`src/rtl/lcd1602_seq.sv`:
```
// ---------------------------------------------------------------------------
// lcd1602_seq
//
// Write sequencer between the Z80 I/O decode and an HD44780-compatible
// LCD1602 panel. CPU writes ({rs, data}) are queued in a small FIFO and then
// replayed on the LCD bus with programmed setup / enable-width / hold times.
// After each entry the sequencer waits the instruction execution delay. The
// panel is used write-only: RW is tied low and the busy flag is never read.
//
// Optional feature macro:
//   LCD_NIBBLE_MODE_EN - 4-bit interface. Each entry is sent as two E
//                        pulses (high nibble, then low nibble) on
//                        lcd_d[7:4], with lcd_d[3:0] held at 0.
//                        Undefined: 8-bit interface, one E pulse per entry.
//
// Ports:
//   in_clock  in   system clock; all logic on its rising edge
//   rst       in   synchronous active-high reset
//   wr_stb    in   one-cycle write request (already synchronous)
//   wr_rs     in   RS for the request (0 = command, 1 = data)
//   wr_data   in   byte for the request
//   clr_ovf   in   clears ovf (a coincident drop wins)
//   full      out  FIFO holds 2^FIFO_AW entries
//   busy      out  FIFO non-empty or sequencer not idle
//   ovf       out  sticky: a write was dropped
//   lcd_e     out  LCD enable
//   lcd_rs    out  LCD register select
//   lcd_rw    out  LCD read/write, constant 0
//   lcd_d     out  LCD data bus
// ---------------------------------------------------------------------------
module lcd1602_seq #(
   parameter int FIFO_AW = 3,
   parameter int T_AS    = 2,
   parameter int T_PW    = 12,
   parameter int T_H     = 2,
   parameter int T_SHORT = 1200,
   parameter int T_LONG  = 40000
) (
   input  logic       in_clock,
   input  logic       rst,
   input  logic       wr_stb,
   input  logic       wr_rs,
   input  logic [7:0] wr_data,
   input  logic       clr_ovf,
   output logic       full,
   output logic       busy,
   output logic       ovf,
   output logic       lcd_e,
   output logic       lcd_rs,
   output logic       lcd_rw,
   output logic [7:0] lcd_d
);

   localparam int DEPTH  = 1 << FIFO_AW;
   localparam int T_MAX0 = (T_LONG > T_SHORT) ? T_LONG : T_SHORT;
   localparam int T_MAX  = (T_MAX0 > T_PW) ? T_MAX0 : T_PW;
   localparam int CW     = $clog2(T_MAX + 1);

   // The counter is loaded with (duration - 1) on state entry and the state
   // is left on the cycle it reads zero, giving exactly 'duration' cycles.
   localparam logic [CW-1:0] LD_AS    = CW'(T_AS - 1);
   localparam logic [CW-1:0] LD_PW    = CW'(T_PW - 1);
   localparam logic [CW-1:0] LD_H     = CW'(T_H - 1);
   localparam logic [CW-1:0] LD_SHORT = CW'(T_SHORT - 1);
   localparam logic [CW-1:0] LD_LONG  = CW'(T_LONG - 1);

   localparam logic [FIFO_AW:0] DEPTH_C = (FIFO_AW + 1)'(DEPTH);

   typedef enum logic [2:0] {
      S_IDLE,
      S_SETUP,
      S_EHIGH,
      S_HOLD,
      S_WAIT
   } state_t;

   // ------------------------------------------------------------------
   // Registers
   // ------------------------------------------------------------------
   state_t               state_q, state_d;
   logic [CW-1:0]        cnt_q, cnt_d;
   logic [8:0]           entry_q, entry_d;

   logic [8:0]           mem_q [DEPTH];
   logic [FIFO_AW-1:0]   wr_ptr_q, wr_ptr_d;
   logic [FIFO_AW-1:0]   rd_ptr_q, rd_ptr_d;
   logic [FIFO_AW:0]     count_q, count_d;

   logic                 full_q, full_d;
   logic                 busy_q, busy_d;
   logic                 ovf_q, ovf_d;
   logic                 lcd_e_q, lcd_e_d;
   logic                 lcd_rs_q, lcd_rs_d;
   logic [7:0]           lcd_d_q, lcd_d_d;

`ifdef LCD_NIBBLE_MODE_EN
   // 0 while the high nibble is on the bus, 1 for the low nibble.
   logic                 nib_q, nib_d;
`endif

   logic                 pop;
   logic                 push;
   logic                 drop;
   logic                 is_long;
   logic [8:0]           head;

   // ------------------------------------------------------------------
   // FIFO control
   // ------------------------------------------------------------------
   assign head = mem_q[rd_ptr_q];

   // A pop frees a slot in the same cycle, so a strobe on a full FIFO is
   // still accepted when the sequencer is taking the head.
   assign pop  = (state_q == S_IDLE) && (count_q != '0);
   assign push = wr_stb && ((count_q != DEPTH_C) || pop);
   assign drop = wr_stb && !push;

   // Clear display (0x01) and return home (0x02/0x03) need the long wait.
   assign is_long = !entry_q[8] && (entry_q[7:2] == 6'd0) && (entry_q[1:0] != 2'd0);

   always_comb begin
      count_d  = count_q;
      wr_ptr_d = wr_ptr_q;
      rd_ptr_d = rd_ptr_q;
      if (push) begin
         wr_ptr_d = wr_ptr_q + 1'b1;
      end
      if (pop) begin
         rd_ptr_d = rd_ptr_q + 1'b1;
      end
      if (push && !pop) begin
         count_d = count_q + 1'b1;
      end else if (pop && !push) begin
         count_d = count_q - 1'b1;
      end
   end

   always_comb begin
      ovf_d = ovf_q;
      if (drop) begin
         ovf_d = 1'b1;
      end else if (clr_ovf) begin
         ovf_d = 1'b0;
      end
      full_d = (count_d == DEPTH_C);
      busy_d = (state_d != S_IDLE) || (count_d != '0);
   end

   // ------------------------------------------------------------------
   // Sequencer next-state and bus outputs
   // ------------------------------------------------------------------
   always_comb begin
      state_d  = state_q;
      cnt_d    = (cnt_q != '0) ? (cnt_q - 1'b1) : cnt_q;
      entry_d  = entry_q;
      lcd_e_d  = 1'b0;
      lcd_rs_d = lcd_rs_q;
      lcd_d_d  = lcd_d_q;
`ifdef LCD_NIBBLE_MODE_EN
      nib_d    = nib_q;
`endif

      case (state_q)
         S_IDLE: begin
            if (pop) begin
               entry_d  = head;
               lcd_rs_d = head[8];
`ifdef LCD_NIBBLE_MODE_EN
               lcd_d_d  = {head[7:4], 4'h0};
               nib_d    = 1'b0;
`else
               lcd_d_d  = head[7:0];
`endif
               cnt_d    = LD_AS;
               state_d  = S_SETUP;
            end
         end

         S_SETUP: begin
            if (cnt_q == '0) begin
               lcd_e_d = 1'b1;
               cnt_d   = LD_PW;
               state_d = S_EHIGH;
            end
         end

         S_EHIGH: begin
            lcd_e_d = 1'b1;
            if (cnt_q == '0) begin
               lcd_e_d = 1'b0;
               cnt_d   = LD_H;
               state_d = S_HOLD;
            end
         end

         S_HOLD: begin
            if (cnt_q == '0) begin
               cnt_d   = is_long ? LD_LONG : LD_SHORT;
               state_d = S_WAIT;
`ifdef LCD_NIBBLE_MODE_EN
               // After the high nibble, go straight back to SETUP with the
               // low nibble; only the second pass is followed by WAIT.
               if (!nib_q) begin
                  nib_d   = 1'b1;
                  lcd_d_d = {entry_q[3:0], 4'h0};
                  cnt_d   = LD_AS;
                  state_d = S_SETUP;
               end
`endif
            end
         end

         S_WAIT: begin
            if (cnt_q == '0) begin
               state_d = S_IDLE;
            end
         end

         default: begin
            state_d = S_IDLE;
         end
      endcase
   end

   // ------------------------------------------------------------------
   // State registers
   // ------------------------------------------------------------------
   always_ff @(posedge in_clock) begin
      if (rst) begin
         state_q  <= S_IDLE;
         cnt_q    <= '0;
         entry_q  <= '0;
         wr_ptr_q <= '0;
         rd_ptr_q <= '0;
         count_q  <= '0;
         full_q   <= 1'b0;
         busy_q   <= 1'b0;
         ovf_q    <= 1'b0;
         lcd_e_q  <= 1'b0;
         lcd_rs_q <= 1'b0;
         lcd_d_q  <= '0;
`ifdef LCD_NIBBLE_MODE_EN
         nib_q    <= 1'b0;
`endif
      end else begin
         state_q  <= state_d;
         cnt_q    <= cnt_d;
         entry_q  <= entry_d;
         wr_ptr_q <= wr_ptr_d;
         rd_ptr_q <= rd_ptr_d;
         count_q  <= count_d;
         full_q   <= full_d;
         busy_q   <= busy_d;
         ovf_q    <= ovf_d;
         lcd_e_q  <= lcd_e_d;
         lcd_rs_q <= lcd_rs_d;
         lcd_d_q  <= lcd_d_d;
`ifdef LCD_NIBBLE_MODE_EN
         nib_q    <= nib_d;
`endif
      end
   end

   // FIFO storage carries no reset; occupancy is tracked by the pointers.
   always_ff @(posedge in_clock) begin
      if (push) begin
         mem_q[wr_ptr_q] <= {wr_rs, wr_data};
      end
   end

   assign full   = full_q;
   assign busy   = busy_q;
   assign ovf    = ovf_q;
   assign lcd_e  = lcd_e_q;
   assign lcd_rs = lcd_rs_q;
   assign lcd_rw = 1'b0;
   assign lcd_d  = lcd_d_q;

endmodule

```
`config.mk`:
```
export PLATFORM = sky130hd
export DESIGN_NAME = lcd1602_seq
export DESIGN_NICKNAME = d
export VERILOG_FILES = /design/src/rtl/lcd1602_seq.sv
export SDC_FILE = /design/constraint.sdc
export NUM_CORES = 1
export LEC_CHECK = 0
export ABC_AREA = 0
export BUFFER_PORTS_ARGS = -buffer_cell sky130_fd_sc_hd__buf_2
export CELL_PAD_IN_SITES_DETAIL_PLACEMENT = 2
export CELL_PAD_IN_SITES_GLOBAL_PLACEMENT = 2
export CORE_UTILIZATION = 27
export DETAILED_ROUTE_END_ITERATION = 6
export PLACE_DENSITY_LB_ADDON = 0.05
export SLEW_MARGIN = 20
export SYNTH_ARGS = -nofsm -noshare
export SYNTH_HDL_FRONTEND = slang
export SYNTH_SLANG_ARGS = --single-unit
export TNS_END_PERCENT = 30
```
`constraint.sdc`:
```
create_clock -name in_clock -period 2.6 [get_ports in_clock]
set_input_delay 0.13 -clock in_clock [delete_from_list [all_inputs] [get_ports in_clock]]
set_output_delay 0.13 -clock in_clock [all_outputs]
set_load 0.005 [all_outputs]
```
After elaboration in Yosys (flattened, before gate mapping)
Memory sizes are Yosys's and may differ from the RTL's. A register that Yosys moved wholly into a read port is not among the register bits.
Cells that the tools add are included.
{"block": "word_totals", "regBits": 51, "inputBits": 13, "n_memories": 1, "ramBits": 72, "romBits": 0, "latch_bits": 0}
{"name": "mem_q", "depth": 8, "width": 9, "read_ports": 1, "rd_clocked_by_memory_dff": 1, "wr": 1, "line": "84", "rtl": "logic [8:0] mem_q [DEPTH];"}
{"block": "classes", "n_shift": 0, "n_mul": 0, "add_sub_neg": 5, "reduce_logical": 22, "bitwise_logic": 0, "div_mod_pow": 0, "eq_ne": 6, "order_cmp": 0, "n_mux": 24}
{"operator": "16-bit two-way mux", "count": 6}
{"operator": "16-bit one-hot mux with 4 select lines", "count": 1}
{"operator": "3-bit two-way mux", "count": 7}
{"operator": "16-bit zero test", "count": 1}
{"operator": "16-bit nonzero test", "count": 1}
{"operator": "16-bit by 1-bit subtractor with 16-bit output, second input constant", "count": 1}
{"operator": "3-bit one-hot mux with 5 select lines", "count": 1}
{"operator": "4-bit two-way mux", "count": 2}
{"operator": "4-bit nonzero test", "count": 2}
{"operator": "1-bit logical AND", "count": 7}
{"operator": "3-bit by 1-bit adder with 3-bit output, second input constant", "count": 2}
{"operator": "3-bit by 2-bit == test with 1-bit output, second input constant", "count": 2}
{"operator": "6-bit zero test", "count": 1}
{"operator": "1-bit two-way mux", "count": 6}
{"operator": "4-bit by 1-bit adder with 4-bit output, second input constant", "count": 1}
{"operator": "4-bit == test, second input constant", "count": 1}
{"operator": "4-bit inequality test, second input constant", "count": 1}
{"operator": "2-bit nonzero test", "count": 2}
{"operator": "4-bit by 1-bit subtractor with 4-bit output, second input constant", "count": 1}
{"operator": "3-bit by 1-bit == test with 1-bit output, second input constant", "count": 1}
{"operator": "3-bit == test, second input constant", "count": 1}
{"operator": "1-bit zero test", "count": 3}
{"operator": "3-bit zero test", "count": 1}
{"operator": "3-bit nonzero test", "count": 1}
{"operator": "other kinds (3)", "count": 4}

Depth between registers and ports, before layout
Gate-level depths: netlist (run 1).
{"block": "depth", "ltp_word": 10, "depth_mapped": 8, "mapped_depth_nobuf": 8}

Least setup slack after synthesis (run 1)
No wires, ideal clock.
{"block": "synth_path", "kind": "reg-to-reg", "from": "register state_q[0]", "to": "memory mem_q[0][0], enable pin", "n_path_buf": 1, "path_stages_with_launch": 5, "arrival_time_ps": 2009, "slack_ps": 192, "cell_sequence": "dfxtp_1 > clkbuf_1 > nor3_1 > o21ai_0 > nor4_1"}
{"block": "synth_via", "elab_chain_cells": 6}
{"item": "start: declaration", "line": "80", "rtl": "state_t state_q, state_d;"}
{"item": "start signal: assignment", "line": "246", "rtl": "state_q <= state_d;"}
{"item": "3-bit zero test", "line": "114", "rtl": "assign pop = (state_q == S_IDLE) && (count_q != '0);"}
{"item": "1-bit logical AND", "line": "114"}
{"item": "1-bit logical OR", "line": "115", "rtl": "assign push = wr_stb && ((count_q != DEPTH_C) || pop);"}
{"item": "1-bit logical AND", "line": "115"}
{"item": "1-bit two-way mux", "line": "266", "rtl": "if (push) begin"}
{"item": "1-bit two-way mux (implied by the code)", "line": "267", "rtl": "mem_q[wr_ptr_q] <= {wr_rs, wr_data};"}
{"item": "end: declaration", "line": "84"}
No other way between the ends.

Final worst setup path (run 1)
{"block": "layout_path", "from": "register cnt_q[0]", "to": "register cnt_q[4]"}
{"block": "layout_via", "elab_chain_cells": 4, "word_cells_on_any_way": 9, "classes_between": "add/sub: 1; mux: 6; reduce/logical: 2"}
{"item": "start: declaration", "line": "81", "rtl": "logic [CW-1:0] cnt_q, cnt_d;"}
{"item": "start signal: assignment", "line": "247", "rtl": "cnt_q <= cnt_d;"}
{"item": "16-bit by 1-bit subtractor with 16-bit output / 16-bit nonzero test (equally long branches)", "line": "154", "rtl": "cnt_d = (cnt_q != '0) ? (cnt_q - 1'b1) : cnt_q;"}
{"item": "16-bit two-way mux", "line": "154"}
{"item": "16-bit two-way mux, on equally long branches"}
{"item": "16-bit one-hot mux with 4 select lines *", "line": "163", "rtl": "case (state_q)"}
Mark *: on every way between the ends. The rest lies on a longest branch, timed or not.
A chain may end at the register's enable or synchronous reset.

==> flow_summary.yaml, run 1 <==
outcome:
  status: "completed"
worst_setup_path:
  cp.arrival_ps: 2690
  path_cells: "inv_1, ha_1, or4b_2, or3_1, nor2_1, nand4_1, a21oi_1"
  rrSetupSlack_ps: 250
  cp-end-kind: "register"
  required_ps: 2940
  crit_buf_inv: 1
  critPathMaxStageDelay_ps: 620
  cp_max_fo: 6
  cp-start-kind: "register"
  cpMaxStageDelayCell: "or4b_2"
  path_class: "register to register"
  path_delay_family: "simple AND/OR/NAND/NOR gates"
placement:
  dp_hpwl_um: 8500
  io_buffers: 25
  place.gp.congestion: 0.730
  placed_area_mm2: 0.00545
cts:
  post-cts-setup-buffers: 0
  clk_latency_ps: 410
  htree_levels: 4
  cts_sinks: 117
  cts_root_buf: "clkbuf_16"
  cts_tree: "built"
  cts_buffers: 17
  postCtsHoldBufs: 8
  post_cts_resize_count: 0
  cts.clk_slew.worst_paths_ps: 60
  clock_path_buffers: 2
floorplanning:
  dieArea_mm2: 0.0190
  fp.dieH_um: 138
  start_util: 0.277
  num_io_pins: 27
  die_x_um: 138
  rows: 49
  core-area_mm2: 0.0180
logic_synthesis:
  synth_cells: 378
  postSynth.asyncResetShare: 0
  synth_area_mm2: 0.00499
  synth_nets: 398
  ys_dominant_reg_cell: "edfxtp_1"
  synth_top_area_frac: 0.433
  synthTopCellsByArea: "edfxtp_1 (43%), dfxtp_1 (18%), mux4_2 (8.1%)"
  yosys.cell_types.count: 56
  yosysWarnings: 0
  ys_seq_area_frac: 0.613
  avgSynthCellArea_um2: 13.2
  synth_top_area_cell: "edfxtp_1"
  synth_edf_count: 72
  synth_seq_cells: 117
detailed_routing:
  vias: 3314
  drt_first_pass_iters: 4
  totalWireLength_um: 13200
  ant_nets: 0
  drcViolationCount: 0
  drt-vias-per-instance: 4.96
  drtIter0Drc: 117
  post_drt_wl_per_cell_um: 19.7
sta:
  fmax_mhz: 425
  timing_hold_violations_final: 0
  fin_setup_tns_ps: 0
  skew_ps: 10.6
  setup_viol: 0
  max_slew_margin: 0.521
  tightestPinTransition_ps: 711
  rsz0062_at_grt: "false"
  period_minus_slack_ps: 2350
  slew_violations: 0
  min_period_over_period: 0.905
finish:
  drive_gt1_frac: 0.237
  finalNetCount: 446
  final_common_cell: "edfxtp_1"
  syn_to_final_growth_pct: 23.3
  mostFrequentLayoutCells: "edfxtp_1 (72), dfxtp_1 (45), nor2_1 (36)"
  fin_area_mm2: 0.00615
  n_fill_cell: 1917
  antenna_cells_inserted: 0
  utilization: 0.341
pwr:
  cellLeakagePower_nw: 2.15
  power_density_mw_per_mm2: 1310
  power_mw: 8.08
  ir_drop_v: 0.000812
min_path:
  hp-class: "primary input to register"
job:
  drv_cap: 0
global_routing:
  grt_first_pass_wirelength_um: 20600
  grt_max_degree: 24
  grt_usage: 0.154
  grt_pass1_vias: 3616
  grt_antenna_before_repair: 0
  overflow: 0
==> cell families (layout without fill, tap and decap cells) <==
| kind of cell | Yosys count | after routing | synth area share |
|---|---|---|---|
| compound gates | 71 | 71 | 0.0982 |
| fa+ha+maj | 7 | 7 | 0.0175 |
| xor+xnor | 15 | 15 | 0.0263 |
| simple gates | 109 | 109 | 0.115 |
| mux | 28 | 28 | 0.101 |
| flops | 117 | 117 | 0.613 |
| other cells | 1 | 1 | 0.000751 |
| buf+inv | 30 | 91 | 0.0276 |
==> layer usage <==
layer  track usage  vias up  wire length [um]
li1              -     1553                 -
met1         0.182     1692              5830
met2         0.266       46              6730
met3        0.0340       23               333
met4        0.0731        0               269
met5             0        -                 0
==> where the power goes <==
| group | leakage (nW) | switching, mW | total [mW] | internal (mW) |
|---|---|---|---|---|
| clock network | 0.307 | 0.888 | 2.50 | 1.61 |
| registers | 1.02 | 0.259 | 2.51 | 2.25 |
| logic | 0.818 | 1.80 | 3.06 | 1.26 |
==> per-stage QoR <==
step	std cells	worst slack [ps]	hold WS, ps
2_1_floorplan	378	192	229
3_3_place_gp	628	255	393
3_5_place_dp	628	254	407
4_1_cts	668	240	6.94
5_1_grt	668	68.9	14.9
6_report	668	247	28.1
==> sequential cells by signal, indices dropped and copies added (netlist names), named ones only <==
register and cells:
state_q 3, wr_ptr_q 3, cnt_q 16, full 1, lcd_e 1, count_q 4, ovf 1, mem_q 72
entry_q 9, rd_ptr_q 3, busy 1
==> layout make-up <==
class	instances	area, um2	share of cell area
flip-flops and latches	117	3060	0.498
multi-input cells	231	1800	0.292
clock buffers	18	429	0.0697
repair buffers	53	355	0.0577
well taps	229	287	0.0466
clock inverters	14	199	0.0323
inverters	6	22.5	0.00366
==> path summary, 6_finish.rpt <==
kind              start     endpoint  cells past startpoint
max reg2reg    cnt_q[0]     cnt_q[4]                      7
max            cnt_q[0]     cnt_q[4]                      7
min reg2reg         ovf          ovf                      2
min          wr_data[3]  mem_q[2][3]                      1
==> cell usage after synthesis, types with 2 or more instances <==
cell type and instances:
o21a_1 2, buf_2 5, mux4_2 18, nand2_1 13
o31ai_1 5, inv_1 6, xnor2_1 10, ha_1 7
dfxtp_1 45, nand2b_1 6, or4_1 4, nand3_1 6
mux2i_1 10, nor4_1 3, nor2_1 36, o41ai_1 2
o22ai_1 5, clkbuf_1 12, or3_1 11, buf_4 3
nor3b_1 2, buf_1 3, xor2_1 5, a21oi_1 17
nor3_1 14, a31o_2 2, edfxtp_1 72, a211oi_1 16
o21ai_0 4, nand4_1 2, or2_2 2, a21o_1 3
a31oi_1 4
No activity file was read; power rests on OpenSTA's default activity.
==> inputs of run 2 (changes only) <==
==> constraint.sdc (replaced) <==
create_clock -name in_clock -period 2.88 [get_ports in_clock]
set_input_delay 0.144 -clock in_clock [delete_from_list [all_inputs] [get_ports in_clock]]
set_output_delay 0.144 -clock in_clock [all_outputs]
set_load 0.005 [all_outputs]
==> flow_summary.yaml, run 2 (synthesis gave the netlist of run 1 again) <==
outcome:
  status: "completed"
global_routing:
  grt_pass1_vias: 3505
  grt_first_pass_wirelength_um: 20500
  grt_usage: 0.152
  grt_antenna_before_repair: 0
  grt_max_degree: 34
  overflow: 0
detailed_routing:
  drtIter0Drc: 112
  drcViolationCount: 0
  post_drt_wl_per_cell_um: 19.8
  drt-vias-per-instance: 4.94
  ant_nets: 0
  drt_first_pass_iters: 6
  totalWireLength_um: 13100
  vias: 3269
floorplanning:
  core-area_mm2: 0.0180
  dieArea_mm2: 0.0190
  start_util: 0.277
  rows: 49
  die_x_um: 138
  fp.dieH_um: 138
  num_io_pins: 27
cts:
  clock_path_buffers: 2
  cts_buffers: 17
  htree_levels: 4
  cts_tree: "built"
  clk_latency_ps: 410
  post_cts_resize_count: 0
  post-cts-setup-buffers: 0
  cts_sinks: 117
  cts.clk_slew.worst_paths_ps: 60
  cts_root_buf: "clkbuf_16"
finish:
  largest_register: "mem_q"
  syn_to_final_growth_pct: 21.5
  drive_gt1_frac: 0.226
  n_fill_cell: 1890
  final_common_cell: "edfxtp_1"
  antenna_cells_inserted: 0
  finalNetCount: 440
  reg.largest.list: "mem_q (72), cnt_q (16), entry_q (9)"
  fin_area_mm2: 0.00607
  largest_reg_flops: 72
  mostFrequentLayoutCells: "edfxtp_1 (72), dfxtp_1 (45), nor2_1 (36)"
sta:
  fin_setup_tns_ps: 0
  max_slew_margin: 0.511
  min_period_over_period: 0.830
  whs_ps: 11.9
  tightestPinTransition_ps: 733
  skew_ps: 11.5
  setup_viol: 0
  slew_violations: 0
  rsz0062_at_grt: "false"
  fmax_mhz: 418
  timing_hold_violations_final: 0
  period_minus_slack_ps: 2390
worst_setup_path:
  cp_max_fo: 6
  cp-start-kind: "register"
  required_ps: 3210
  cp.arrival_ps: 2720
  cp-end-kind: "register"
  path_class: "register to register"
  rrSetupSlack_ps: 490
placement:
  io_buffers: 25
  placed_area_mm2: 0.00542
  place.gp.congestion: 0.731
  dp_hpwl_um: 8600
pwr:
  cellLeakagePower_nw: 2.10
  power_density_mw_per_mm2: 1180
  ir_drop_v: 0.000838
job:
  drv_cap: 0
min_path:
  hp-class: "primary input to register"
[run 2: where the power goes]
group / internal, mW / total [mW] / switching, mW
sequential: 2.03 / 2.29 / 0.258
combinational: 1.12 / 2.72 / 1.60
clock: 1.36 / 2.15 / 0.788
total: 4.51 / 7.16 / 2.64
[run 2: final cells by class]
type | instances | area [um2] | area share
flip-flops and latches | 117 | 3060 | 0.505
inverters | 6 | 22.5 | 0.00371
clock inverters | 13 | 159 | 0.0262
well taps | 229 | 287 | 0.0472
repair buffers | 47 | 305 | 0.0503
clock buffers | 19 | 433 | 0.0713
multi-input cells | 231 | 1800 | 0.296
[run 2: layer usage]
metal | global-route usage | share of wire | vias to the layer above
met1 | 0.189 | 0.47 | 1674
met4 | 0.0483 | 0.013 | 0
li1 | - | - | 1543
met5 | 0 | 0 | -
met2 | 0.254 | 0.50 | 40
met3 | 0.0424 | 0.024 | 12
[run 2: final timing paths]
kind	cells past startpoint	to	startpoint
setup / recovery	7	cnt_q[15]	cnt_q[1]
hold / removal	1	mem_q[4][1]	wr_data[1]
setup reg to reg	7	cnt_q[15]	cnt_q[1]
hold reg to reg	2	ovf	ovf
[run 2: through the flow]
stage,power [mW],util,instances,worst slack [ps]
after floorplan,4.31,-,378,472
after global placement,5.04,0.301,624,564
after detailed placement,5.09,0.301,624,487
after CTS,7.29,0.337,662,464
after global routing,7.64,0.337,662,330
final,7.16,0.337,662,489
[run 2: worst max-delay path: stages (launching register included)]
cell	delay [ps]
dfxtp_1	330
inv_1	90
ha_1	140
or4b_2	620
or3_1	450
nor2_1	250
nand4_1	230
a31oi_1	190
[run 2: repair_timing]
item / in CTS / in global routing
endpoints found under the setup margin: 0 / 0
hold buffers: 6 / 0
hold endpoints to repair: 32 / 0
==> inputs of run 3 (changes only) <==
==> constraint.sdc (replaced) <==
create_clock -name in_clock -period 2.25 [get_ports in_clock]
set_input_delay 0.1125 -clock in_clock [delete_from_list [all_inputs] [get_ports in_clock]]
set_output_delay 0.1125 -clock in_clock [all_outputs]
set_load 0.005 [all_outputs]
==> flow_summary.yaml, run 3 (synthesis gave the netlist of run 1 again) <==
worst_setup_path:
  cp_max_fo: 12
  cp-start-kind: "register"
  cp-end-kind: "register"
  rrSetupSlack_ps: 110
  timing.rr.end: "cnt_q[11]"
  critPathMaxStageDelay_ps: 620
  cp_common_cell: "or4_1"
  required_ps: 2600
  path_class: "register to register"
  cpMaxStageDelayCell: "or4_1"
  cp.arrival_ps: 2490
  path_cells: "or4_1, or3_4, or4_1, a31oi_1"
  r2r_start: "cnt_q[5]"
  r2r_cells: 4
finish:
  largest_reg_flops: 72
  drive_gt1_frac: 0.279
  utilization: 0.354
  reg.largest.list: "mem_q (72), cnt_q (16), entry_q (9)"
  syn_to_final_growth_pct: 27.8
  antenna_cells_inserted: 0
  n_fill_cell: 1866
  final_common_cell: "edfxtp_1"
  mostFrequentLayoutCells: "edfxtp_1 (72), dfxtp_1 (45), nor2_1 (35)"
  fin_area_mm2: 0.00638
  finalNetCount: 463
  largest_register: "mem_q"
cts:
  clock_path_buffers: 2
  cts_buffers: 17
  clk_latency_ps: 420
  cts.clk_slew.worst_paths_ps: 60
  cts_sinks: 117
  cts_root_buf: "clkbuf_16"
  cts_tree: "built"
  htree_levels: 4
placement:
  place.gp.congestion: 0.738
  dp_hpwl_um: 8880
  placed_area_mm2: 0.00560
  io_buffers: 25
sta:
  period_minus_slack_ps: 2140
  setup_viol: 0
  skew_ps: 11.0
  min_period_over_period: 0.951
  slew_violations: 0
  timing_hold_violations_final: 0
  rsz0062_at_grt: "false"
  max_slew_margin: 0.535
  whs_ps: 66.4
  tightestPinTransition_ps: 696
  fmax_mhz: 467
floorplanning:
  die_x_um: 138
  dieArea_mm2: 0.0190
  num_io_pins: 27
  fp.dieH_um: 138
  rows: 49
  core-area_mm2: 0.0180
  start_util: 0.277
pwr:
  power_mw: 9.79
  p_int_mw: 6.19
  pwr-share-seq: 0.294
  ir_drop_v: 0.000766
  cellLeakagePower_nw: 2.26
  pwr-share-comb: 0.413
  p_sw_mw: 3.60
  power_density_mw_per_mm2: 1530
  clockPowerShare: 0.292
  swShare: 0.368
min_path:
  hold_end: "ovf"
  hold_depth: 3
  min_from: "wr_stb"
  hp-class: "primary input to register"
detailed_routing:
  totalWireLength_um: 13400
  drt-vias-per-instance: 4.89
  drtIter0Drc: 108
  vias: 3352
  drcViolationCount: 0
  ant_nets: 0
  post_drt_wl_per_cell_um: 19.5
  drt_first_pass_iters: 4
global_routing:
  grt_first_pass_wirelength_um: 20800
  grt_max_degree: 25
  grt_usage: 0.154
  grt_antenna_before_repair: 0
  grt_pass1_vias: 3564
  overflow: 0
outcome:
  status: "completed"
job:
  drv_cap: 0
[run 3: cell types whose count changed in the layout (fill, tap and decap cells not counted), sizes merged]
cell,delta
clkinvlp,+1
clkinv,-7
inv,+8
clkbuf,-2
dlygate4sd3,+4
buf,+19
[run 3: area by class of cell]
cell class	instances	area [um2]	share of cell area
inverter	6	22.5	0.00353
multi-input combinational	231	1840	0.289
timing repair buffer	70	551	0.0863
clock buffer	17	425	0.0667
tap	229	287	0.0449
sequential	117	3060	0.480
clock inverter	15	190	0.0298
[run 3: repair_timing]
item,in CTS,in global routing
endpoints found under the hold margin,73,0
buffers inserted,0,3
endpoints found under the setup margin,9,53
cloned,0,0
pin swaps,0,0
gates resized for setup,3,8
hold buffers,10,0
[run 3: critical path: cells and delay by family, from the launching register on]
| family | cells | cell delay [ps] |
|---|---|---|
| AOI/OAI and AO/OA | 1 | 160 |
| DFF | 1 | 340 |
| and+or+nand+nor | 3 | 1580 |
[run 3: worst max-delay path by stage]
stage	startpoint	to	slack (ps)
5_1_grt	cnt_q[5]	cnt_q[11]	6
3_3_place_gp	cnt_q[0]	cnt_q[0]	-80
3_5_place_dp	cnt_q[1]	cnt_q[0]	-140
4_1_cts	cnt_q[1]	cnt_q[0]	-40
2_1_floorplan	state_q[0]	mem_q[4][0]	40
6_report	cnt_q[5]	cnt_q[11]	110
[run 3: routing by layer]
metal | part of all wire | track usage | vias to the layer above
met5 | 0 | 0 | -
met4 | 0.012 | 0.0543 | 0
met3 | 0.024 | 0.0406 | 12
met2 | 0.51 | 0.268 | 33
met1 | 0.45 | 0.183 | 1715
li1 | - | - | 1592
[run 3: metrics by stage]
stage / cells / setup WS (ps) / TNS [ps]
2_1_floorplan: 378 / 36.5 / 0
3_3_place_gp: 640 / -84.0 / -84.0
3_5_place_dp: 640 / -136 / -202
4_1_cts: 682 / -44.6 / -60.4
5_1_grt: 685 / 5.61 / 0
6_report: 685 / 109 / 0
[run 3: power by group through the flow]
stage	Sequential (mW)	Clock [mW]	Combinational, mW
floorplan	2.84	0	2.68
global placement	2.91	0	3.82
detailed placement	2.92	0	3.88
CTS	2.88	2.94	3.97
global route	2.92	3.02	4.51
finish	2.88	2.86	4.05
